$ cat config.mk
export PLATFORM = sky130hd
export DESIGN_NAME = uart_rx_ctrl
export DESIGN_NICKNAME = d
export VERILOG_FILES = /design/src/rtl/uart_rx_ctrl.sv
export SDC_FILE = /design/constraint.sdc
export NUM_CORES = 1
export LEC_CHECK = 0
export CORE_AREA = 2 2 85 87
export CTS_BUF_LIST = sky130_fd_sc_hd__clkbuf_4 sky130_fd_sc_hd__clkbuf_8
export DETAILED_ROUTE_END_ITERATION = 10
export DIE_AREA = 0 0 87 89
export GPL_TIMING_DRIVEN = 1
export PLACE_DENSITY = 0.82
export RECOVER_POWER = 50
export SLEW_MARGIN = 10
export SYNTH_ARGS = -nofsm -noshare
export SYNTH_HDL_FRONTEND = slang
export SYNTH_SLANG_ARGS = --single-unit
$ cat constraint.sdc
create_clock -name rx_clk -period 4.5 [get_ports rx_clk]
set_input_delay 0.9 -clock rx_clk [delete_from_list [all_inputs] [get_ports rx_clk]]
set_output_delay 0.9 -clock rx_clk [all_outputs]
set_load 0.02 [all_outputs]
$ cat src/rtl/uart_rx_ctrl.sv
// ============================================================================
//  Module   : uart_rx_ctrl
//  Purpose  : Sequences a UART receiver by owning its reset. Received bytes go
//             into a first-word-fall-through FIFO with a valid/ready drain, and
//             overflow and framing-error status are kept for the host.
//  Options  : RX_TIMEOUT_EN - builds the sticky idle-timeout flag
//  Revision : 1.0 - initial release
// ============================================================================
`timescale 1ns/1ps
`default_nettype none

module uart_rx_ctrl #(
   parameter int DEPTH       = 8,
   parameter int CNT_W       = $clog2(DEPTH + 1),
   parameter int TIMEOUT_CYC = 1024
) (
   input  logic             rx_clk,
   input  logic             reset_n,
   input  logic             enable,
   input  logic [7:0]       rcv_data,
   input  logic             rcv_done,
   input  logic             rcv_framing_error,
   output logic             rcv_reset,
   output logic [7:0]       m_data,
   output logic             m_valid,
   input  logic             m_ready,
   output logic [CNT_W-1:0] fifo_count,
   output logic             overflow,
   output logic [7:0]       frame_err_count,
   input  logic             clr_status,
   output logic             timeout
);

   localparam int               c_ptr_w = $clog2(DEPTH);
   localparam logic [CNT_W-1:0] c_full  = CNT_W'(DEPTH);
   localparam logic [CNT_W-1:0] c_one   = CNT_W'(1);

   typedef enum logic [1:0] {
      ST_DISABLED = 2'd0,
      ST_ARMED    = 2'd1,
      ST_CLEAR    = 2'd2
   } state_t;

   state_t r_state;
   state_t w_state_next;
   logic   w_evt_done;
   logic   w_evt_ferr;

   logic             r_rcv_reset;
   logic [7:0]       r_mem [DEPTH];
   logic [c_ptr_w-1:0] r_wr_ptr;
   logic [c_ptr_w-1:0] r_rd_ptr;
   logic [c_ptr_w-1:0] w_rd_next;
   logic [CNT_W-1:0] r_count;
   logic [CNT_W-1:0] w_count_next;
   logic [7:0]       r_m_data;
   logic             r_m_valid;
   logic             r_overflow;
   logic [7:0]       r_fec;

   logic w_pop;
   logic w_push;
   logic w_full;
   logic w_empty;
   logic w_ovf_evt;

   // ------------------------------------------------------------------------
   // Receiver sequencing
   // ------------------------------------------------------------------------
   always_ff @(posedge rx_clk) begin
      if (!reset_n) begin
         r_state <= ST_DISABLED;
      end else begin
         r_state <= w_state_next;
      end
   end

   // Dropping enable wins over a same-cycle receiver event, which is discarded.
   always_comb begin
      w_state_next = r_state;
      w_evt_done   = 1'b0;
      w_evt_ferr   = 1'b0;
      if (!enable) begin
         w_state_next = ST_DISABLED;
      end else begin
         case (r_state)
            ST_DISABLED: w_state_next = ST_ARMED;
            ST_ARMED: begin
               w_evt_done = rcv_done;
               w_evt_ferr = rcv_framing_error;
               if (rcv_done || rcv_framing_error) begin
                  w_state_next = ST_CLEAR;
               end
            end
            ST_CLEAR: w_state_next = ST_ARMED;
            default:  w_state_next = ST_DISABLED;
         endcase
      end
   end

   always_ff @(posedge rx_clk) begin
      if (!reset_n) begin
         r_rcv_reset <= 1'b1;
      end else begin
         r_rcv_reset <= (w_state_next != ST_ARMED);
      end
   end

   // ------------------------------------------------------------------------
   // FWFT FIFO
   // ------------------------------------------------------------------------
   assign w_full    = (r_count == c_full);
   assign w_empty   = (r_count == '0);
   assign w_pop     = r_m_valid && m_ready;
   assign w_push    = w_evt_done && (!w_full || w_pop);
   assign w_ovf_evt = w_evt_done && w_full && !w_pop;
   assign w_rd_next = r_rd_ptr + c_ptr_w'(1);

   always_comb begin
      w_count_next = r_count;
      if (w_push && !w_pop) begin
         w_count_next = r_count + c_one;
      end else if (!w_push && w_pop) begin
         w_count_next = r_count - c_one;
      end
   end

   always_ff @(posedge rx_clk) begin
      if (w_push) begin
         r_mem[r_wr_ptr] <= rcv_data;
      end
   end

   always_ff @(posedge rx_clk) begin
      if (!reset_n) begin
         r_wr_ptr <= '0;
         r_rd_ptr <= '0;
         r_count  <= '0;
      end else begin
         if (w_push) begin
            r_wr_ptr <= r_wr_ptr + c_ptr_w'(1);
         end
         if (w_pop) begin
            r_rd_ptr <= w_rd_next;
         end
         r_count <= w_count_next;
      end
   end

   // The head register is loaded straight from the receiver when the incoming
   // byte becomes the head, otherwise from the slot behind the popped entry.
   always_ff @(posedge rx_clk) begin
      if (!reset_n) begin
         r_m_data  <= 8'h00;
         r_m_valid <= 1'b0;
      end else begin
         r_m_valid <= (w_count_next != '0);
         if (w_empty) begin
            if (w_push) begin
               r_m_data <= rcv_data;
            end
         end else if (w_pop) begin
            if (r_count != c_one) begin
               r_m_data <= r_mem[w_rd_next];
            end else if (w_push) begin
               r_m_data <= rcv_data;
            end
         end
      end
   end

   // ------------------------------------------------------------------------
   // Host status
   // ------------------------------------------------------------------------
   always_ff @(posedge rx_clk) begin
      if (!reset_n) begin
         r_overflow <= 1'b0;
         r_fec      <= 8'h00;
      end else begin
         if (w_ovf_evt) begin
            r_overflow <= 1'b1;
         end else if (clr_status) begin
            r_overflow <= 1'b0;
         end

         if (w_evt_ferr) begin
            if (clr_status) begin
               r_fec <= 8'h01;
            end else if (r_fec != 8'hFF) begin
               r_fec <= r_fec + 8'h01;
            end
         end else if (clr_status) begin
            r_fec <= 8'h00;
         end
      end
   end

`ifdef RX_TIMEOUT_EN
   localparam int                c_idle_w   = $clog2(TIMEOUT_CYC);
   localparam logic [c_idle_w-1:0] c_idle_max = c_idle_w'(TIMEOUT_CYC - 1);
   localparam logic [c_idle_w-1:0] c_idle_pre = c_idle_w'(TIMEOUT_CYC - 2);

   logic [c_idle_w-1:0] r_idle;
   logic                r_timeout;
   logic                w_idle_rst;

   assign w_idle_rst = w_push || w_pop || w_empty;

   // The flag is raised only on the step into the terminal count, so a clear
   // while the counter sits saturated is not immediately undone.
   always_ff @(posedge rx_clk) begin
      if (!reset_n) begin
         r_idle    <= '0;
         r_timeout <= 1'b0;
      end else begin
         if (w_idle_rst) begin
            r_idle <= '0;
         end else if (r_idle != c_idle_max) begin
            r_idle <= r_idle + c_idle_w'(1);
         end

         if (!w_idle_rst && (r_idle == c_idle_pre)) begin
            r_timeout <= 1'b1;
         end else if (w_pop || clr_status) begin
            r_timeout <= 1'b0;
         end
      end
   end

   assign timeout = r_timeout;
`else
   logic w_unused_timeout_cfg;
   assign w_unused_timeout_cfg = (TIMEOUT_CYC == 0);
   assign timeout              = 1'b0;
`endif

   assign rcv_reset       = r_rcv_reset;
   assign m_data          = r_m_data;
   assign m_valid         = r_m_valid;
   assign fifo_count      = r_count;
   assign overflow        = r_overflow;
   assign frame_err_count = r_fec;

endmodule

`default_nettype wire
==> metrics.yaml <==
outcome:
  status: "finished clean"
routing:
  wl_microns: 7310
  drtIter0Drc: 115
  first_pass_iters: 4
  ant_nets: 0
  post_drt_wl_per_cell_microns: 18.1
  drc_errors: 0
  vias_per_cell: 5.94
  num_vias: 2394
die:
  dieHeight_microns: 89
  rows: 30
  start_util_pct: 59.4
  die_area_sq_mm: 0.00774
  die_w_microns: 87
  pin_count: 39
  core_area_sq_mm: 0.00672
worst_setup_path:
  worstRegToRegCells: 6
  cpPeakStageDelay_ns: 0.67
  crit_arrival_ns: 3.04
  path_delay_family: "simple AND/OR/NAND/NOR gates"
  slowest_stage: "nor2_1"
  reg2reg_setup_slack_ns: 1.89
  cp.required_ns: 4.50
  crit_path_max_fanout: 9
  crit_chain: "dlygate4sd3_1 > nand4b_1 > a21oi_1 > nand2_1 > nor2_1"
  r2r_start: "fifo_count[0]"
  rr_endpoint: "r_mem[5][3]"
  path_class: "input pin to register"
  start_kind: "input pin"
  critical_path_buf_inv_count: 1
  crit_path_end_kind: "register"
cts:
  cts.htree.levels: 3
  ctsResizeCount: 0
  cts_setup_buffers: 0
  cts.sinks: 95
  clk_pin_slew_ns: 0.09
  clkLatencyLatePin_ns: 0.37
  clock_path_buffers: 2
  cts_tree: "yes"
  cts_hold_buffers: 0
  numCtsBuffers: 9
  root_buffer: "clkbuf_8"
synthesis:
  synthArstFlopShare_pct: 0
  synth.distinct_cells: 50
  synth-main-ff-cell: "edfxtp_1"
  synth_edf_count: 64
  ys_ff_latch: 95
  synth_area_sq_mm: 0.00399
  ys_seq_area_share_pct: 63.7
  ys.warnings.count: 0
  postSynthAreaPerCell_sq_um: 14.6
  synth_cells: 273
  synthesis.nets: 294
power:
  power_leakage_nw: 1.58
  combPwrFrac_pct: 21.6
  p_int_mw: 1.51
  p_seq_share_pct: 47.9
  powerDensity_mw_per_mm2: 450
  p_sw_uw: 590
  irDropWorstVdd_mv: 0.265
  pwr-share-clk_pct: 30.5
  swShare_pct: 28.1
sta:
  tightest_slew_ns: 0.951
  finalSetupViolations: 0
  min_period_ns: 3.05
  period_share_pct: 67.7
  max_freq_mhz: 328
  rsz0062_at_grt: "no"
  hold_viol_final: 0
  relSlewSlack_pct: 36.1
  holdWs_ns: 0.485
  drv_slew: 0
  final.setup.tns_ns: 0
  skew_ns: 0.0110
worst_hold_path:
  min_path_cells: 2
  worstHoldStart: "r_rd_ptr[1]"
  min_to: "r_rd_ptr[1]"
  worstHoldPathType: "register to register"
final_layout:
  antennaDiodeCount: 0
  drive_gt1_share_pct: 13.6
  multi_input_area_sq_mm: 0.00133
  areaGrowthSynthToFinish_pct: 16.9
  layout_commonest_cell: "edfxtp_1"
  nets: 339
  final_cell_mix: "64 x edfxtp_1, 31 x dfxtp_1, 21 x clkdlybuf4s50_1, 16 x mux4_2, 16 x dlygate4sd3_1"
  n_fill_cell: 464
  seqCellArea_sq_mm: 0.00254
global_routing:
  grt_max_degree: 25
  grt_antenna_before_repair: 0
  gr-usage-all-layers_pct: 20.2
  grt_pass1_wl_microns: 11400
  grt_pass1_vias: 2336
  grt_overflow: 0
run:
  cap_viol_max_count: 0
placed_design:
  hpwl_microns: 4910
  globalplace.congestion: 0.820
  io_buffers: 37
==> how the worst max path moves through the flow <==
stage	startpoint	to	slack, ns	cells after the start
2_1_floorplan	fifo_count[0]	r_mem[0][0]	1.88	5
3_3_place_gp	enable	r_mem[5][0]	1.45	5
3_5_place_dp	enable	r_mem[5][1]	1.34	5
4_1_cts	enable	r_mem[5][3]	1.73	5
5_1_grt	enable	r_mem[7][7]	1.26	5
6_report	enable	r_mem[5][3]	1.45	5
==> per-stage QoR <==
stage / setup WS, ns / cells / cell area, sq um / utilization (%) / power [mW]
after floorplan: 1.88 / 273 / 3990 / - / 1.35
after global placement: 1.45 / 387 / 4450 / 66.2 / 1.48
after detailed placement: 1.34 / 387 / 4450 / 66.2 / 1.48
after CTS: 1.73 / 403 / 4690 / 69.7 / 2.12
after global routing: 1.26 / 403 / 4660 / 69.4 / 2.18
final: 1.45 / 403 / 4660 / 69.4 / 2.10
==> kinds of logic after synthesis <==
group | count (synthesis) | share of synthesized area (%)
XOR/XNOR | 10 | 2.38
other | 1 | 0.0940
AND/OR/NAND/NOR | 70 | 9.88
buffers and inverters | 21 | 2.51
multiplexers | 25 | 11.3
adder cells (fa/ha/maj) | 6 | 1.88
AO/OA/AOI/OAI | 45 | 8.25
flip-flops | 95 | 63.7
==> synthesized netlist by cell type, drive strengths merged (4+ instances only) <==
| cell type | instances | area share [%] |
|---|---|---|
| a21oi | 7 | 1.2 |
| ha | 6 | 1.9 |
| xnor2 | 6 | 1.3 |
| o21ai | 14 | 1.8 |
| xor2 | 4 | 1.1 |
| mux2i | 9 | 2.3 |
| dfxtp | 31 | 16 |
| edfxtp | 64 | 48 |
| nor2 | 15 | 1.4 |
| inv | 12 | 1.1 |
| a221oi | 9 | 2.0 |
| buf | 6 | 1.1 |
| nand2 | 14 | 1.3 |
| nand2b | 4 | 0.63 |
| and2 | 8 | 1.3 |
| nor3 | 7 | 1.0 |
| and3 | 4 | 0.63 |
| mux4 | 16 | 9.0 |
==> worst min-delay path, cell delays in order, from the launching register on <==
cell	delay, ns
dfxtp_1	0.33
nand2_1	0.05
a21boi_0	0.06
==> sequential cells by signal, summed over array words and instances, names as in the netlist <==
| signal | count |
|---|---|
| r_mem | 64 |
| m_valid | 1 |
| overflow | 1 |
| fifo_count | 4 |
| r_wr_ptr | 3 |
| rcv_reset | 1 |
| m_data | 8 |
| frame_err_count | 8 |
| r_state | 2 |
| r_rd_ptr | 3 |
==> layer usage <==
layer  up-vias  GRT usage [%]  part of all wire, %  wire length [microns]
met5         -              0                    0                      0
met4         0           6.96                  1.9                    142
met3        14           5.36                  5.3                    385
met2        78           34.8                   50                   3660
met1      1172           25.0                   43                   3130
li1       1130              -                    -                      -
==> power groups by stage <==
| stage | clock network, mW | registers, mW | logic, mW |
|---|---|---|---|
| floorplan | 0 | 1.06 | 0.290 |
| global placement | 0 | 1.02 | 0.451 |
| detailed placement | 0 | 1.02 | 0.459 |
| CTS | 0.652 | 1.01 | 0.464 |
| global route | 0.685 | 1.01 | 0.489 |
| finish | 0.641 | 1.01 | 0.453 |
==> cell type report <==
class                   instances  area share, %
multi-input cells             157           28.4
clock inverters                 7           2.39
flip-flops and latches         95           54.5
well taps                      80           2.15
inverters                      12          0.966
clock buffers                   9           2.66
repair buffers                 43           8.91
No activity file was read; power rests on OpenSTA's default activity.
